--- src/rtl/axis_port_arbiter.sv ---
// ----------------------------------------------------------------------------
// axis_port_arbiter
//
// Wormhole arbiter for one output direction of the XY mesh router. Input
// ports that have routed a packet here compete for a single AXI-Stream output
// link. The winner stays locked to the link until its TLAST beat is accepted.
// Grants rotate round-robin. A wrapping count of completed packets is
// exported for the PMU.
//
// Ports:
//   clk_i         clock, rising edge
//   rst_i         synchronous active-high reset
//   in_tvalid_i   per-input request / flit valid
//   in_tdata_i    per-input flit payload, input k at [k*DATA_WIDTH +: DATA_WIDTH]
//   in_tlast_i    per-input end-of-packet flag
//   in_tready_o   per-input ready; only the granted input can see ready
//   out_tvalid_o  output link valid
//   out_tdata_o   output link payload
//   out_tlast_o   output link end-of-packet flag
//   out_tready_i  output link ready
//   grant_o       one-hot owner of the link, zero while idle
//   busy_o        high while a packet holds the link
//   pkt_cnt_o     completed packet count, wraps to zero
//
// State table:
//   state  | meaning
//   IDLE   | link free; pick the next requester starting at ptr
//   LOCKED | link owned by grant_q until its TLAST beat transfers
// ----------------------------------------------------------------------------
module axis_port_arbiter #(
    parameter int N_INPUTS   = 5,
    parameter int DATA_WIDTH = 40,
    parameter int CNT_WIDTH  = 16
) (
    input  logic                           clk_i,
    input  logic                           rst_i,
    input  logic [N_INPUTS-1:0]            in_tvalid_i,
    input  logic [N_INPUTS*DATA_WIDTH-1:0] in_tdata_i,
    input  logic [N_INPUTS-1:0]            in_tlast_i,
    output logic [N_INPUTS-1:0]            in_tready_o,
    output logic                           out_tvalid_o,
    output logic [DATA_WIDTH-1:0]          out_tdata_o,
    output logic                           out_tlast_o,
    input  logic                           out_tready_i,
    output logic [N_INPUTS-1:0]            grant_o,
    output logic                           busy_o,
    output logic [CNT_WIDTH-1:0]           pkt_cnt_o
);

    localparam int PTR_W = (N_INPUTS > 1) ? $clog2(N_INPUTS) : 1;

    typedef enum logic {
        IDLE   = 1'b0,
        LOCKED = 1'b1
    } state_t;

    state_t               state_q, state_d;
    logic [N_INPUTS-1:0]  grant_q, grant_d;
    logic [PTR_W-1:0]     ptr_q, ptr_d;
    logic [CNT_WIDTH-1:0] cnt_q, cnt_d;

    logic                 req_found;
    logic [PTR_W-1:0]     win_idx;
    logic [PTR_W:0]       search_sum;
    logic [PTR_W-1:0]     search_idx;
    logic [PTR_W-1:0]     ptr_after;
    logic                 last_xfer;

    // Round-robin search: scan ptr, ptr+1, ... modulo N_INPUTS, first hit wins.
    always_comb begin
        req_found  = 1'b0;
        win_idx    = '0;
        search_sum = '0;
        search_idx = '0;
        for (int i = 0; i < N_INPUTS; i++) begin
            search_sum = {1'b0, ptr_q} + (PTR_W+1)'(i);
            if (search_sum >= (PTR_W+1)'(N_INPUTS)) begin
                search_sum = search_sum - (PTR_W+1)'(N_INPUTS);
            end
            search_idx = search_sum[PTR_W-1:0];
            if (!req_found && in_tvalid_i[search_idx]) begin
                req_found = 1'b1;
                win_idx   = search_idx;
            end
        end
    end

    // Pointer moves to the input just after the one that finished.
    always_comb begin
        ptr_after = ptr_q;
        for (int k = 0; k < N_INPUTS; k++) begin
            if (grant_q[k]) begin
                ptr_after = (k == N_INPUTS - 1) ? '0 : PTR_W'(k + 1);
            end
        end
    end

    // Output mux straight from the grant register; an all-zero grant (IDLE)
    // leaves every output at zero.
    always_comb begin
        out_tvalid_o = 1'b0;
        out_tdata_o  = '0;
        out_tlast_o  = 1'b0;
        for (int k = 0; k < N_INPUTS; k++) begin
            if (grant_q[k]) begin
                out_tvalid_o = in_tvalid_i[k];
                out_tdata_o  = in_tdata_i[k*DATA_WIDTH +: DATA_WIDTH];
                out_tlast_o  = in_tlast_i[k];
            end
        end
    end

    // Ready depends only on the registered grant, never on in_tvalid_i.
    assign in_tready_o = grant_q & {N_INPUTS{out_tready_i}};
    assign grant_o     = grant_q;
    assign busy_o      = (state_q == LOCKED);
    assign pkt_cnt_o   = cnt_q;
    assign last_xfer   = out_tvalid_o && out_tready_i && out_tlast_o;

    always_comb begin
        state_d = state_q;
        grant_d = grant_q;
        ptr_d   = ptr_q;
        cnt_d   = cnt_q;
        unique case (state_q)
            IDLE: begin
                if (req_found) begin
                    state_d = LOCKED;
                    grant_d = {{(N_INPUTS-1){1'b0}}, 1'b1} << win_idx;
                end
            end
            LOCKED: begin
                if (last_xfer) begin
                    state_d = IDLE;
                    grant_d = '0;
                    ptr_d   = ptr_after;
                    cnt_d   = cnt_q + CNT_WIDTH'(1);
                end
            end
            default: begin
                state_d = IDLE;
                grant_d = '0;
            end
        endcase
    end

    always_ff @(posedge clk_i) begin
        if (rst_i) begin
            state_q <= IDLE;
            grant_q <= '0;
            ptr_q   <= '0;
            cnt_q   <= '0;
        end else begin
            state_q <= state_d;
            grant_q <= grant_d;
            ptr_q   <= ptr_d;
            cnt_q   <= cnt_d;
        end
    end

endmodule

--- config.mk ---
export PLATFORM = sky130hd
export DESIGN_NAME = axis_port_arbiter
export DESIGN_NICKNAME = d
export VERILOG_FILES = /design/src/rtl/axis_port_arbiter.sv
export SDC_FILE = /design/constraint.sdc
export NUM_CORES = 1
export LEC_CHECK = 0
export CORE_AREA = 5 5 105 107
export DETAILED_ROUTE_END_ITERATION = 7
export DIE_AREA = 0 0 110 112
export GPL_ROUTABILITY_DRIVEN = 1
export HOLD_SLACK_MARGIN = 0.05
export PLACE_DENSITY = 0.86
export SYNTH_ARGS = -nofsm -noshare
export SYNTH_HDL_FRONTEND = slang
export SYNTH_SLANG_ARGS = --single-unit
--- constraint.sdc ---
create_clock -name clk_i -period 5.3 [get_ports clk_i]
set_input_delay 0.53 -clock clk_i [delete_from_list [all_inputs] [get_ports clk_i]]
set_output_delay 0.53 -clock clk_i [all_outputs]
set_load 0.01 [all_outputs]
* After elaboration in Yosys (flattened, before gate mapping)
Index checks and enable logic that the tools add are counted.
Cells by class: equal/unequal tests 2, $add $sub $neg 10, reductions and logical operators 14, order comparisons 10, shift-type cells 1, bitwise gates (word level) 2, mux-type cells 51
Operators with widths (number):
- two-way mux 40 bit | 5
- two-way mux 3 bit | 15
- two-way mux 1 bit | 22
- less-than comparator 3 x 4 -> 1 bit (second input constant) | 5
- adder 16 x 1 -> 16 bit (second input constant) | 1
- >= comparator 4 x 3 -> 1 bit (second input constant) | 4
- binary-select mux 1 bit (select 3 bit) | 5
- subtractor 3 bit (second input constant) | 5
- two-way mux 5 bit | 2
- one-hot mux 5 bit (2 select lines) | 1
- adder 3 x 2 -> 4 bit (second input constant) | 2
- logical AND 1 bit | 6
- AND 5 bit | 1
- nonzero test 5 bit | 1
- << shifter 1 x 3 -> 5 bit (first input constant) | 1
- adder 3 x 1 -> 4 bit (second input constant) | 1
- adder 3 x 3 -> 4 bit (second input constant) | 1
- zero test 1 bit | 4
- AND reduction 2 bit | 2
- >= comparator 3 bit (second input constant) | 1
- AND reduction 3 bit | 1
- != test 2 x 1 -> 1 bit (second input constant) | 1
- != test 2 bit (second input constant) | 1
- one-hot mux 1 bit (2 select lines) | 1
- inverter 1 bit | 1
Word-level totals: input bits 213, logic and storage cells 94, register bits 25, output and inout port bits 69

* Logic depth before layout (Yosys ltp)
Gate-level depths: netlist (run 1).
word-level depth 20, gate-level depth with buffers 14, mapped depth without buffers 13

* Worst setup path after synthesis (run 1)
OpenSTA, ideal clock, no wires.
kind reg-to-reg, from register ptr_q[0], to register grant_q[0] (netlist: grant_o[0]), clock period less this slack 3.409 ns, data required time 5.208 ns, buffers on the path 2, cell stages (with the launch flop) 13, slack 1.891 ns, arrival time 3.316 ns, setup time 0.092 ns, cell sequence dfxtp_1 -> inv_2 -> buf_1 -> ha_1 -> buf_6 -> mux4_2 -> nor2_2 -> a311oi_2 -> or3_1 -> or3_4 -> or3_1 -> and3_1 -> o32ai_1
On the way: cells in the longest elaborated chain, start to end 20, elaborated cells on any way between the ends 52, those cells by class 9 x add/sub; 5 x order compare; 1 x eq/ne; 1 x shift; 27 x mux; 9 x reduce/logical
RTL lines:
- from (decl) | RTL line 59 | logic [PTR_W-1:0] ptr_q, ptr_d;
- from (signal assigned) | RTL line 156 | ptr_q <= ptr_d;
- parallel branches: the longest is 20 deep, another holds adder 3 x 1 -> 4 bit
- to (signal assigned) | RTL line 155 | grant_q <= grant_d;
- to (decl) | RTL line 58 | logic [N_INPUTS-1:0] grant_q, grant_d;
Parallel ways; which one is timed is not known. The select of a mux whose other input is x is not followed. A chain may end at the register's enable or synchronous reset.

* Final worst setup path (run 1)
from register ptr_q[1], to register grant_q[0] (netlist: grant_o[0])
The elaborated chain is that of the path after synthesis.

==> impl_metrics.sql, run 1 <==
INSERT INTO impl_metrics (metric_group, metric, value, unit) VALUES
('logic_synthesis', 'synth_nets', '661', ''),
('cells_and_area', 'drive_above_1_share', '0.0596', ''),
('timing', 'final_period_minus_worst_setup_slack', '4.02', 'ns'),
('drt', 'dr.first_iter.drc_count', '658', ''),
('timing', 'worst-slew-pin-transition', '1.03', 'ns'),
('timing', 'timing.final.setup_violations', '0', ''),
('power', 'cellLeakagePower', '2.18', 'nW'),
('worst_setup_path', 'worst_r2r_start', 'ptr_q[1]$_SDFFE_PP0P_', ''),
('cells_and_area', 'antenna-diode-count', '0', ''),
('worst_setup_path', 'worst_r2r_path_depth', '10', ''),
('worst_setup_path', 'worst_setup_path_start_kind', 'flip-flop', ''),
('cells_and_area', 'layout-area-overhead-vs-synth', '86.8', '%'),
('power', 'p_per_area', '134', 'mW/mm2'),
('placed_design', 'place.detailed.instances', '820', ''),
('placed_design', 'buffer_ports.inserted', '281', ''),
('cts', 'clock_latency', '0.28', 'ns'),
('worst_setup_path', 'timing.critical_path.required', '5.49', 'ns'),
('drt', 'postRouteAntennaNets', '0', ''),
('hold_path', 'timing.hold.worst.class', 'reg2reg', ''),
('logic_synthesis', 'yosysSeqAreaShare', '0.150', ''),
('logic_synthesis', 'synth_warnings', '0', ''),
('worst_setup_path', 'crit-reg2reg-capture', 'grant_o[0]$_SDFFE_PP0P_', ''),
('logic_synthesis', 'avgSynthCellArea', '7.59', 'um2'),
('cts', 'post_cts_buffers', '0', ''),
('drt', 'wirelength', '18000', 'um'),
('cts', 'clock_sinks', '25', ''),
('logic_synthesis', 'async_flop_share', '0', ''),
('drt', 'drc', '3', ''),
('die', 'core_area', '0.0100', 'mm2'),
('cells_and_area', 'num-fill-cells', '869', ''),
('cts', 'cts-resized-gates', '0', ''),
('timing', 'fmaxAchievable', '0.249', 'GHz'),
('logic_synthesis', 'leading_register_cell_type_out_of_synthesis', 'dfxtp_1', ''),
('global_route', 'initial_antenna_violation_count', '0', ''),
('timing', 'fin_hold_ws', '0.525', 'ns'),
('logic_synthesis', 'synth.ff_latch_count', '25', ''),
('worst_setup_path', 'crit_path_largest_cell_delay', '0.66', 'ns'),
('die', 'boundary_pins', '282', ''),
('drt', 'vias_per_cell', '5.92', ''),
('drt', 'first_pass_iters', '8', ''),
('run', 'maxCapViolations', '0', ''),
('worst_setup_path', 'arrival', '4.21', 'ns'),
('cts', 'number_of_buffers_created_by_cts', '3', ''),
('logic_synthesis', 'synth_cell_types', '70', ''),
('die', 'floorplan.initialDensity', '0.331', ''),
('global_route', 'track_usage', '0.278', ''),
('logic_synthesis', 'postSynthCellCount', '438', ''),
('cts', 'cts_hold_repair.buffers', '0', ''),
('cts', 'cts.path.max_buffers', '2', ''),
('timing', 'timing.slew.headroom', '0.310', ''),
('global_route', 'grt_max_degree', '50', ''),
('global_route', 'overflow', '0', ''),
('placed_design', 'place.gp.congestion', '1.00', ''),
('worst_setup_path', 'worstSetupEndpointType', 'flip-flop', ''),
('cells_and_area', 'design.final.nets', '912', ''),
('timing', 'skew', '0.0105', 'ns'),
('timing', 'grt_setup_unrepaired', 'no', ''),
('run_status', 'violated_checks', 'DRC', ''),
('die', 'placementRows', '37', ''),
('timing', 'timing.final.max_slew_violations', '0', ''),
('cts', 'ctsHtreeMaxLevel', '1', ''),
('run_status', 'status', 'finished with violations', ''),
('worst_setup_path', 'reg2reg_slack', '1.28', 'ns'),
('hold_path', 'worstHoldPathCells', '2', ''),
('die', 'die_h', '112', 'um'),
('worst_setup_path', 'cpMaxStageDelayCell', 'ha_1', ''),
('global_route', 'grt_pass1_wl', '27200', 'um'),
('cells_and_area', 'layout.cells.non_filler', '824', ''),
('worst_setup_path', 'critical_path.endpoint', 'grant_o[0]$_SDFFE_PP0P_', ''),
('logic_synthesis', 'netlist_area', '0.00333', 'mm2'),
('drt', 'post_drt_wl_per_cell', '21.8', 'um');
==> stage by stage <==
stage	area [um2]	power [mW]	worst slack (ns)
3_5_place_dp	6170	0.720	1.33
4_1_cts	6210	0.834	1.31
3_3_place_gp	6170	0.714	1.51
6_report	6210	0.835	1.28
5_1_grt	6210	0.870	0.952
2_1_floorplan	3330	0.385	1.89
==> cells in the mapped netlist, types with 5 or more instances <==
cell | n | area, um2
and2_1 | 6 | 37.5
xor2_1 | 10 | 87.6
nand3_1 | 5 | 25.0
nor3_1 | 11 | 55.1
nand2_1 | 21 | 78.8
a222oi_1 | 42 | 420
ha_1 | 9 | 113
or3_1 | 6 | 37.5
dfxtp_1 | 25 | 500
xnor2_1 | 8 | 70.1
o21ai_0 | 9 | 45.0
mux2i_1 | 6 | 60.1
a21oi_1 | 58 | 290
inv_1 | 14 | 52.6
clkbuf_1 | 31 | 116
o22ai_1 | 45 | 282
and3_1 | 7 | 43.8
nor2_1 | 32 | 120
==> logic make-up (layout without fill, tap and decap cells) <==
kind of cell	after synthesis	count (layout)	synth area share
adders and majority gates	10	10	0.0399
DFF	25	25	0.150
buffers and inverters	57	307	0.0805
AOI/OAI and AO/OA	194	194	0.428
and+or+nand+nor	122	122	0.209
muxes	12	12	0.0451
xor gates and xnor gates	18	18	0.0474
==> placed cells by master (no fill, tap or decap), types with 8 or more instances in the layout <==
cell type        instances
xor2_1                  10
inv_1                   14
a222oi_1                42
clkdlybuf4s50_1        281
xnor2_1                  8
o21ai_0                  9
a21oi_1                 58
ha_1                     9
dfxtp_1                 24
nor3_1                  11
o22ai_1                 45
nor2_1                  31
nand2_1                 21
==> state kept, by name, summed over array words and instances, names as in the netlist <==
name       flops
busy_o         1
grant_o        5
pkt_cnt_o     16
ptr_q          3
==> cell type report <==
class / instances / area [um2] / area share
Timing Repair Buffer: 286 / 2850 / 0.459
Sequential cell: 25 / 502 / 0.0808
Inverter: 17 / 63.8 / 0.0103
Tap cell: 136 / 170 / 0.0274
Multi-Input combinational cell: 356 / 2580 / 0.415
Clock buffer: 3 / 41.3 / 0.00665
Clock inverter: 1 / 5.00 / 0.000806
==> report_power, final <==
group          switching (mW)  internal [mW]  total (mW)
Clock                  0.0615         0.0527       0.114
Sequential             0.0136          0.191       0.205
Combinational           0.205          0.311       0.516
==> how the worst min path moves through the flow <==
| stage | start | end | slack [ns] |
|---|---|---|---|
| final | pkt_cnt_o[9]$_SDFFE_PP0P_ | pkt_cnt_o[9]$_SDFFE_PP0P_ | 0.52 |
| after detailed placement | pkt_cnt_o[5]$_SDFFE_PP0P_ | pkt_cnt_o[5]$_SDFFE_PP0P_ | 0.51 |
| after global placement | pkt_cnt_o[5]$_SDFFE_PP0P_ | pkt_cnt_o[5]$_SDFFE_PP0P_ | 0.47 |
| after CTS | pkt_cnt_o[5]$_SDFFE_PP0P_ | pkt_cnt_o[5]$_SDFFE_PP0P_ | 0.53 |
| after floorplan | grant_o[0]$_SDFFE_PP0P_ | grant_o[0]$_SDFFE_PP0P_ | 0.50 |
| after global routing | pkt_cnt_o[5]$_SDFFE_PP0P_ | pkt_cnt_o[5]$_SDFFE_PP0P_ | 0.55 |
==> per-layer routing <==
metal	part of all wire	GRT usage	vias to the layer above
li1	-	-	2269
met1	0.38	0.347	2290
met2	0.50	0.476	280
met3	0.091	0.0591	37
met4	0.030	0.0732	0
met5	0	0	-
==> worst max-delay path, delay by kind of cell, from the launching register on <==
family | cells | cell delay [ns]
AOI/OAI and AO/OA | 3 | 0.67
xor gates and xnor gates | 1 | 0.54
adders and majority gates | 1 | 0.66
buffers and inverters | 2 | 0.67
DFF | 1 | 0.65
and+or+nand+nor | 3 | 0.74
No activity file was read; power rests on OpenSTA's default activity.
==> inputs of run 2 (changes only) <==
==> config.mk (replaced) <==
export PLATFORM = sky130hd
export DESIGN_NAME = axis_port_arbiter
export DESIGN_NICKNAME = d
export VERILOG_FILES = /design/src/rtl/axis_port_arbiter.sv
export SDC_FILE = /design/constraint.sdc
export NUM_CORES = 1
export LEC_CHECK = 0
export CORE_MARGIN = 5
export CORE_UTILIZATION = 33
export DETAILED_ROUTE_END_ITERATION = 7
export GPL_ROUTABILITY_DRIVEN = 1
export HOLD_SLACK_MARGIN = 0.05
export PLACE_DENSITY = 0.85
export SYNTH_ARGS = -nofsm -noshare
export SYNTH_HDL_FRONTEND = slang
export SYNTH_SLANG_ARGS = --single-unit
==> constraint.sdc (replaced) <==
create_clock -name clk_i -period 4 [get_ports clk_i]
set_input_delay 0.4 -clock clk_i [delete_from_list [all_inputs] [get_ports clk_i]]
set_output_delay 0.4 -clock clk_i [all_outputs]
set_load 0.01 [all_outputs]
==> run 2 against run 1 <==
  * The run still ends with DRC left
  * Setup slack lost 0.80 ns
  * Clock power rose by 34%
  * Utilization rose by 2.2 points
  * Critical path depth increased by 1
  * Combinational power grew 40%
  * Register-to-register slack got worse by 0.80 ns
  * Cell count grew 0.85%
  * Sequential cell count is the same
  * Sequential share of layout area fell by 0.092 points
  * Fmax up 14%
  * Sequential power up 30%
  * Wire length up 10%
  * Critical endpoint unchanged
==> impl_metrics.sql, run 2 (synthesized netlist as in run 1, its figures left out) <==
INSERT INTO impl_metrics (metric_group, metric, value, unit) VALUES
('cells_and_area', 'largest_register_ffs', '16', ''),
('timing', 'fmaxAchievable', '0.284', 'GHz'),
('drt', 'vias_per_cell', '5.97', ''),
('cells_and_area', 'layout_commonest_cell', 'clkdlybuf4s50_1', ''),
('cells_and_area', 'finish.instance_area', '0.00628', 'mm2'),
('cts', 'post_cts_buffers', '0', ''),
('power', 'p_per_area', '181', 'mW/mm2'),
('timing', 'timing.slew.headroom', '0.336', ''),
('worst_setup_path', 'timing.setup.critical_path_class', 'reg2reg', ''),
('run_status', 'violated_checks', 'DRC', ''),
('cts', 'clock_latency', '0.27', 'ns'),
('placed_design', 'buffer_ports.inserted', '281', ''),
('worst_setup_path', 'worst_setup_path_start_kind', 'flip-flop', ''),
('hold_path', 'timing.hold.worst.class', 'reg2reg', ''),
('worst_setup_path', 'arrival', '3.69', 'ns'),
('die', 'die_h', '110', 'um'),
('cts', 'tritoncts', 'yes', ''),
('cts', 'ctsHtreeMaxLevel', '1', ''),
('cts', 'cts_root_buffer', 'clkbuf_8', ''),
('die', 'chipWidth', '110', 'um'),
('timing', 'timing.final.setup_violations', '0', ''),
('timing', 'skew', '0.00217', 'ns'),
('die', 'placementRows', '36', ''),
('power', 'power_switching', '396', 'uW'),
('cts', 'cts_hold_repair.buffers', '0', ''),
('cells_and_area', 'num-fill-cells', '876', ''),
('worst_setup_path', 'reg2reg_slack', '0.48', 'ns'),
('placed_design', 'dpl.hpwl', '16500', 'um'),
('die', 'floorplan.initialDensity', '0.339', ''),
('cells_and_area', 'drive_above_1_share', '0.0716', ''),
('die', 'core_area', '0.00982', 'mm2'),
('power', 'cellLeakagePower', '2.22', 'nW'),
('hold_path', 'hp-start', 'pkt_cnt_o[9]$_SDFFE_PP0P_', ''),
('worst_setup_path', 'worst_r2r_start', 'ptr_q[0]$_SDFFE_PP0P_', ''),
('worst_setup_path', 'timing.critical_path.required', '4.17', 'ns'),
('cells_and_area', 'layout-area-overhead-vs-synth', '88.9', '%'),
('worst_setup_path', 'crit-reg2reg-capture', 'grant_o[0]$_SDFFE_PP0P_', ''),
('worst_setup_path', 'worstSetupEndpointType', 'flip-flop', ''),
('drt', 'dr.first_iter.drc_count', '563', ''),
('cells_and_area', 'utilization', '0.640', ''),
('cts', 'clkSlewWorstSetupHoldPaths', '0.09', 'ns'),
('timing', 'grt_setup_unrepaired', 'no', ''),
('power', 'clkPwrFrac', '0.134', ''),
('timing', 'timing.final.max_slew_violations', '0', ''),
('global_route', 'track_usage', '0.298', ''),
('power', 'vdd_ir_drop_max', '116', 'uV'),
('die', 'boundary_pins', '282', ''),
('drt', 'via_count', '4962', ''),
('power', 'proportion_of_power_drawn_by_flip_flops_and_latches', '0.233', ''),
('cells_and_area', 'design.final.nets', '922', ''),
('global_route', 'grt_max_degree', '44', ''),
('cells_and_area', 'most_frequent_cells_in_the_layout', 'clkdlybuf4s50_1, a21oi_1, o22ai_1, a222oi_1, nor2_1', ''),
('drt', 'wirelength', '19800', 'um'),
('timing', 'timing.setup.tns', '0', 'ns'),
('hold_path', 'worstHoldPathCells', '2', ''),
('placed_design', 'place.gp.congestion', '0.991', ''),
('timing', 'min_period_over_period', '0.880', ''),
('power', 'power_switching_share', '0.348', ''),
('cts', 'number_of_buffers_created_by_cts', '3', ''),
('cts', 'cts.path.max_buffers', '2', ''),
('power', 'pwr-share-comb', '0.632', ''),
('worst_setup_path', 'cp_max_fanout', '17', ''),
('placed_design', 'post_dp_cell_area', '0.00623', 'mm2'),
('power', 'power.internal', '742', 'uW'),
('power', 'total_power', '1.14', 'mW'),
('global_route', 'initial_antenna_violation_count', '0', ''),
('global_route', 'grt_pass1_wl', '27300', 'um'),
('drt', 'post_drt_wl_per_cell', '23.8', 'um'),
('timing', 'final_period_minus_worst_setup_slack', '3.52', 'ns'),
('run', 'maxCapViolations', '0', ''),
('cts', 'clock_sinks', '25', ''),
('global_route', 'overflow', '0', ''),
('placed_design', 'place.detailed.instances', '827', ''),
('timing', 'finalHoldViolCount', '0', ''),
('hold_path', 'min_to', 'pkt_cnt_o[9]$_SDFFE_PP0P_', ''),
('drt', 'drc', '4', ''),
('cts', 'cts-resized-gates', '0', ''),
('drt', 'postRouteAntennaNets', '0', ''),
('cells_and_area', 'antenna-diode-count', '0', ''),
('global_route', 'first_global_vias', '4718', ''),
('run_status', 'status', 'finished with violations', ''),
('cells_and_area', 'layout.cells.non_filler', '831', ''),
('drt', 'first_pass_iters', '8', ''),
('worst_setup_path', 'worst_r2r_path_depth', '11', ''),
('timing', 'worst-slew-pin-transition', '0.993', 'ns'),
('die', 'die_area', '0.0122', 'mm2');
run 2: changes by cell type in the layout (fill, tap and decap cells not counted), sizes merged:
cell	change
buf	+10
clkinv	-1
clkinvlp	+1
run 2: worst max-delay path by stage:
stage	startpoint	endpoint	cells after the start
CTS	ptr_q[0]$_SDFFE_PP0P_	grant_o[0]$_SDFFE_PP0P_	12
finish	ptr_q[0]$_SDFFE_PP0P_	grant_o[0]$_SDFFE_PP0P_	11
global route	ptr_q[0]$_SDFFE_PP0P_	grant_o[0]$_SDFFE_PP0P_	12
global placement	in_tvalid_i[0]	grant_o[0]$_SDFFE_PP0P_	9
floorplan	ptr_q[0]$_SDFFE_PP0P_	grant_o[0]$_SDFFE_PP0P_	12
detailed placement	in_tvalid_i[0]	grant_o[0]$_SDFFE_PP0P_	9
run 2: final cells by class:
cell class	count	area [um2]	area share
Clock inverter	1	7.51	0.00119
Clock buffer	3	41.3	0.00657
Tap cell	133	166	0.0265
Inverter	17	63.8	0.0102
Timing Repair Buffer	296	2930	0.466
Multi-Input combinational cell	356	2580	0.410
Sequential cell	25	502	0.0798
run 2: power groups by stage:
stage          combinational (mW)  sequential, mW  clock (mW)
2_1_floorplan               0.244           0.266           0
3_3_place_gp                0.704           0.270           0
3_5_place_dp                0.711           0.271           0
4_1_cts                     0.715           0.265       0.153
5_1_grt                     0.745           0.266       0.166
6_report                    0.720           0.266       0.153
run 2: per-stage QoR:
step / worst slack [ns] / hold slack, ns
after floorplan: 0.591 / 0.503
after global placement: 0.645 / 0.481
after detailed placement: 0.514 / 0.495
after CTS: 0.524 / 0.508
after global routing: 0.275 / 0.543
final: 0.480 / 0.509
run 2: worst max-delay path, stage by stage, from the launching register on:
cell and delay, ns:
dfxtp_1 0.35, inv_2 0.16, ha_1 0.49, buf_4 0.23, mux2_2 0.34, mux4_2 0.49
a2bb2oi_1 0.29, nor2_1 0.09, nand4b_1 0.11, o211ai_1 0.12, or3_2 0.46, o32ai_1 0.31
run 2: per-layer routing:
metal  global-route usage  part of all wire
met2                0.508              0.50
met4                0.160             0.054
met3               0.0483             0.090
met1                0.357              0.36
met5                    0                 0
